`config.mk`:
```
export PLATFORM = sky130hd
export DESIGN_NAME = shooter_ctrl
export DESIGN_NICKNAME = d
export VERILOG_FILES = /design/src/rtl/space_pkg.sv /design/src/rtl/btn_sync.sv /design/src/rtl/shooter_ctrl.sv
export SDC_FILE = /design/constraint.sdc
export NUM_CORES = 1
export LEC_CHECK = 0
export ABC_AREA = 1
export BUFFER_PORTS_ARGS = -buffer_cell sky130_fd_sc_hd__buf_2
export CAP_MARGIN = 0
export CORE_ASPECT_RATIO = 0.9
export CORE_UTILIZATION = 50
export CTS_CLUSTER_DIAMETER = 50
export CTS_CLUSTER_SIZE = 40
export DETAILED_ROUTE_END_ITERATION = 7
export PLACE_DENSITY = 0.71
export SLEW_MARGIN = 20
export SYNTH_ARGS = -nofsm -noshare
export SYNTH_HDL_FRONTEND = slang
export SYNTH_HIERARCHICAL = 1
export SYNTH_SLANG_ARGS = --single-unit
```
`constraint.sdc`:
```
create_clock -name clk -period 2.5 [get_ports clk]
set_input_delay 0.25 -clock clk [delete_from_list [all_inputs] [get_ports clk]]
set_output_delay 0.25 -clock clk [all_outputs]
set_load 0.1 [all_outputs]
```
`src/rtl/space_pkg.sv`:
```
// Shared Space Invaders screen constants and shooter state encoding.
// Pure declarations: no logic, no timing.
package space_pkg;

    localparam int SCREEN_W = 640;
    localparam int SCREEN_H = 480;
    localparam int SHSIZE   = 16;
    localparam int X_MIN    = 16;
    localparam int X_MAX    = SCREEN_W - 2 * SHSIZE;
    localparam int X_START  = (SCREEN_W - SHSIZE) / 2 - 0;
    localparam int Y_TOP    = SCREEN_H - 40;

    typedef enum logic [1:0] {
        ALIVE     = 2'd0,
        DYING     = 2'd1,
        GAME_OVER = 2'd2
    } shooter_state_t;

endpackage

```
`src/rtl/btn_sync.sv`:
```
// Button synchronizer: 2-FF metastability chain plus a registered rising-edge pulse.
// level follows raw two edges later; rise is a one-cycle pulse one edge after level rises.
module btn_sync (
    input  logic clk,
    input  logic reset,
    input  logic raw,
    output logic level,
    output logic rise
);

    logic meta;
    logic sync;
    logic prev;

    always_ff @(posedge clk) begin
        if (reset) begin
            meta <= 1'b0;
            sync <= 1'b0;
            prev <= 1'b0;
            rise <= 1'b0;
        end else begin
            meta <= raw;
            sync <= meta;
            prev <= sync;
            rise <= sync & ~prev;
        end
    end

    assign level = sync;

endmodule

```
`src/rtl/shooter_ctrl.sv`:
```
// Player shooter: per-frame movement with clamping, one-shot fire requests with cooldown, lives/dying/game-over.
// All outputs registered; fire_valid holds until fire_ready, withdrawn only when the shooter is hit.
module shooter_ctrl #(
    parameter int SHSIZE       = space_pkg::SHSIZE,
    parameter int X_MIN        = space_pkg::X_MIN,
    parameter int X_MAX        = space_pkg::X_MAX,
    parameter int X_START      = 312,
    parameter int Y_TOP        = space_pkg::Y_TOP,
    parameter int STEP         = 2,
    parameter int COOLDOWN     = 8,
    parameter int DYING_FRAMES = 64,
    parameter int LIVES        = 3
) (
    input  logic       clk,
    input  logic       reset,
    input  logic       frame_tick,
    input  logic       btn_left,
    input  logic       btn_right,
    input  logic       btn_fire,
    input  logic       hit,
    output logic [9:0] shooter_left_x,
    output logic [9:0] shooter_top_y,
    output logic       shooter_visible,
    output logic       fire_valid,
    output logic [9:0] fire_x,
    input  logic       fire_ready,
    output logic [1:0] lives,
    output logic       game_over
);

    import space_pkg::*;

    localparam int CD_W = $clog2(COOLDOWN + 1);
    localparam int DC_W = $clog2(DYING_FRAMES + 1);

    localparam logic [9:0]      X_MIN_V   = 10'(X_MIN);
    localparam logic [9:0]      X_MAX_V   = 10'(X_MAX);
    localparam logic [9:0]      X_START_V = 10'(X_START);
    localparam logic [9:0]      HALF_V    = 10'(SHSIZE / 2);
    localparam logic [1:0]      LIVES_V   = 2'(LIVES);
    localparam logic [CD_W-1:0] CD_V      = CD_W'(COOLDOWN);
    localparam logic [DC_W-1:0] DF_V      = DC_W'(DYING_FRAMES);

    logic left_lvl, left_rise;
    logic right_lvl, right_rise;
    logic fire_lvl, fire_rise;

    btn_sync u_sync_left (
        .clk   (clk),
        .reset (reset),
        .raw   (btn_left),
        .level (left_lvl),
        .rise  (left_rise)
    );

    btn_sync u_sync_right (
        .clk   (clk),
        .reset (reset),
        .raw   (btn_right),
        .level (right_lvl),
        .rise  (right_rise)
    );

    btn_sync u_sync_fire (
        .clk   (clk),
        .reset (reset),
        .raw   (btn_fire),
        .level (fire_lvl),
        .rise  (fire_rise)
    );

    shooter_state_t  state, state_n;
    logic [9:0]      x, x_n;
    logic            fv_n;
    logic [9:0]      fx_n;
    logic [CD_W-1:0] cooldown, cooldown_n;
    logic [DC_W-1:0] dcnt, dcnt_n;
    logic [1:0]      lives_n;
    logic            visible_n;
    logic            game_over_n;

    logic [10:0] x_inc, x_dec;
    logic [9:0]  x_right, x_left;
    logic        transfer;

    // 11-bit arithmetic so a step below zero or past 1023 cannot wrap before clamping.
    always_comb begin
        x_inc   = {1'b0, x} + 11'(STEP);
        x_dec   = {1'b0, x} - 11'(STEP);
        x_right = (x_inc > 11'(X_MAX)) ? X_MAX_V : x_inc[9:0];
        x_left  = (x_dec[10] || (x_dec < 11'(X_MIN))) ? X_MIN_V : x_dec[9:0];
    end

    assign transfer = fire_valid & fire_ready;

    always_comb begin
        state_n     = state;
        x_n         = x;
        fv_n        = fire_valid;
        fx_n        = fire_x;
        cooldown_n  = cooldown;
        dcnt_n      = dcnt;
        lives_n     = lives;
        visible_n   = shooter_visible;
        game_over_n = game_over;

        if (transfer) begin
            fv_n       = 1'b0;
            cooldown_n = CD_V;
        end else if (frame_tick && (cooldown != '0)) begin
            cooldown_n = cooldown - CD_W'(1);
        end

        case (state)
            ALIVE: begin
                if (hit) begin
                    lives_n   = lives - 2'd1;
                    fv_n      = 1'b0;
                    state_n   = DYING;
                    dcnt_n    = DF_V;
                    visible_n = DF_V[2];
                end else begin
                    if (frame_tick) begin
                        if (left_lvl && !right_lvl) begin
                            x_n = x_left;
                        end else if (right_lvl && !left_lvl) begin
                            x_n = x_right;
                        end
                    end
                    // A pending request also covers the same-cycle transfer case.
                    if (fire_rise && !fire_valid && (cooldown == '0)) begin
                        fv_n = 1'b1;
                        fx_n = x + HALF_V;
                    end
                end
            end

            DYING: begin
                if (frame_tick) begin
                    dcnt_n = dcnt - DC_W'(1);
                    if (dcnt_n == '0) begin
                        if (lives == 2'd0) begin
                            state_n     = GAME_OVER;
                            visible_n   = 1'b0;
                            game_over_n = 1'b1;
                        end else begin
                            state_n    = ALIVE;
                            x_n        = X_START_V;
                            cooldown_n = '0;
                            visible_n  = 1'b1;
                        end
                    end else begin
                        visible_n = dcnt_n[2];
                    end
                end
            end

            GAME_OVER: begin
                visible_n   = 1'b0;
                game_over_n = 1'b1;
            end

            default: begin
                state_n = ALIVE;
            end
        endcase
    end

    always_ff @(posedge clk) begin
        if (reset) begin
            state           <= ALIVE;
            x               <= X_START_V;
            fire_valid      <= 1'b0;
            fire_x          <= X_START_V + HALF_V;
            cooldown        <= '0;
            dcnt            <= '0;
            lives           <= LIVES_V;
            shooter_visible <= 1'b1;
            game_over       <= 1'b0;
        end else begin
            state           <= state_n;
            x               <= x_n;
            fire_valid      <= fv_n;
            fire_x          <= fx_n;
            cooldown        <= cooldown_n;
            dcnt            <= dcnt_n;
            lives           <= lives_n;
            shooter_visible <= visible_n;
            game_over       <= game_over_n;
        end
    end

    assign shooter_left_x = x;
    assign shooter_top_y  = 10'(Y_TOP);

    // Edge pulses of the movement buttons are not needed; movement is level-driven.
    logic unused_rise;
    assign unused_rise = left_rise ^ right_rise ^ fire_lvl;

endmodule

```
==> metrics.txt <==
status=completed; Worst Max-Slew Pin Slew=0.659 ns; clock-pin slew on the worst setup and hold paths=0.08 ns; final hold vios=0; Die ar.=0.00583 mm^2; final setup violation count=0; post-route insts no fill=approximately 500; fmax=about 0.5 GHz; vias in the first global route=2308; clk root buf=clkbuf_8; unrepaired setup endpoints after global routing=no; Critical Path Start=shooter_left_x[2]$_SDFFE_PP0P_; worst-case clock skew=0.00665 ns; R2R setup slack=0.52 ns; antenna-violating nets left=0; die width=80.4 um; minimum clock period=1.98 ns; via density per instance=5.07; Startpoint Class=register; R2R cell count=12; Detailed Route WL=6.39 mm; initial DRC count=215; switch share=0.406; Final Cycle Share=0.790; overall routing resource usage=0.235; Switch Pwr=0.786 mW; clk buf depth=2; Setup Fix Bufs, Post-CTS=0; Ports=43; Min-Delay Path Class=in2reg; number of max-cap violations=0; Syn. warnings=6; Lkg Pwr=about 1.4 nW; CTS buffer count=5; Syn Inst Count=405; Placed Cells=roughly 500; Internal=1.15 mW; H-tree depth=2; ant diodes=0; Rel. slew slack=0.557; Max Slew Vio Count=0; Max IR drop VDD=0.000371 V; row cnt=25; drc violations=0; launch point of the worst reg-to-reg path=shooter_left_x[2]$_SDFFE_PP0P_; vias=between 2000 and 3000; grt ovf=0; crit-path max FO=6; PostCTS Resize Cnt=0; routability cong.=1.00; IO Port Bufs=30; R2R Path End=shooter_left_x[5]$_SDFFE_PP1P_; share of cells above drive strength 1=0.175; Setup TNS=0 ns; Layout area overhead=8.47%; DP Worst Slack=between 0.5 and 0.6 ns; CTS tree=done; Critical Path End Type=register; Setup WS post-layout=0.525 ns; largest net degree at the start of global routing=31; hpwl dp=5.02 mm; Logic pwr share=0.336; crit path to=shooter_left_x[5]$_SDFFE_PP1P_; global-route wire length before repair=between 10 and 15 mm; Flop pwr share=0.422; Total Power=1.94 mW; Core Region=0.00529 mm^2; Die Ht=72.5 um; CP Class=reg2reg; Power Density=approximately 650 mW/mm^2; clock sinks=44; Initial Utilization=0.523; Mapped Avg Cell Area=a little under 7 um^2; Post-Synthesis Cell Area=0.00276 mm^2; antenna violations before repair=0; Final nets=452; Clock Power Share=0.242; Skew-Pair Late Insertion Delay=0.30 ns; hold buffer count at CTS=0; CP required=2.69 ns; worst endpoint data arrival time=2.17 ns; drt wl/cell=12.7 um; TritonRoute pass-1 iters=4
[metrics by stage]
step                area (um^2)  hold WS [ns]  utilization
detailed placement         2900         0.389        0.549
global placement           2900         0.385        0.549
floorplan                  2810         0.321            -
CTS                        3000         0.142        0.567
finish                     3000         0.149        0.567
global route               3000         0.145        0.567
[how the worst min path moves through the flow]
stage / from / endpoint / slack (ns) / depth (start not counted)
after floorplan: reset / u_sync_fire/meta$_SDFF_PP0_ / 0.32 / 1
final: btn_left / u_sync_left/meta$_SDFF_PP0_ / 0.15 / 3
after detailed placement: u_sync_fire/prev$_SDFF_PP0_ / u_sync_fire/rise$_SDFF_PP0_ / 0.39 / 1
after CTS: btn_left / u_sync_left/meta$_SDFF_PP0_ / 0.14 / 3
after global routing: btn_left / u_sync_left/meta$_SDFF_PP0_ / 0.15 / 3
after global placement: u_sync_fire/prev$_SDFF_PP0_ / u_sync_fire/rise$_SDFF_PP0_ / 0.39 / 1
[layout by cell type, fill, tap and decap left out, types with 4 or more instances in the layout]
cell type	count
nand2_1	100
inv_1	52
nor2_1	41
dfxtp_1	41
buf_2	30
nand3_1	27
a21oi_1	26
conb_1	12
o21ai_0	11
xor2_1	10
ha_1	10
nand2_2	8
nand4_1	7
nor2_4	6
clkbuf_8	6
inv_2	5
a211oi_1	4
[final cells by class]
type	instances	area, um^2
fillers	527	2290
clock buffers	7	86.3
inverters	58	223
repair buffers	32	165
multi-input cells	293	1550
well taps	67	83.8
flip-flops and latches	44	885
clock inverters	1	7.51
[critical path, cell delays in order (launching register included)]
cell	delay, ns
dfxtp_1	0.46
ha_1	0.33
nand2_1	0.12
xor2_1	0.29
inv_1	0.07
nand3_1	0.10
nand2_2	0.07
nand2_2	0.07
nand2_2	0.06
nand2_1	0.09
nand3b_1	0.09
nand2_1	0.06
nand2_1	0.05
[registers in the layout, indices dropped and copies added (netlist names), 2 cells and up]
| signal | count |
|---|---|
| cooldown | 4 |
| dcnt | 7 |
| fire_x | 9 |
| lives | 2 |
| shooter_left_x | 9 |
| state | 2 |
[layer usage]
metal  vias to the layer above  track usage  part of all wire
li1                       1312            -                 -
met1                      1140        0.328              0.48
met4                         0       0.0794             0.017
met5                         -            0                 0
met2                        85        0.360              0.44
met3                        10       0.0478             0.067
[power groups by stage]
stage / combinational (mW) / sequential, mW / clock, mW
finish: 0.651 / 0.817 / 0.468
global route: 0.715 / 0.827 / 0.510
CTS: 0.650 / 0.816 / 0.477
detailed placement: 0.647 / 0.833 / 0
global placement: 0.636 / 0.830 / 0
floorplan: 0.444 / 0.945 / 0
Power figures use the tool's default switching activity.
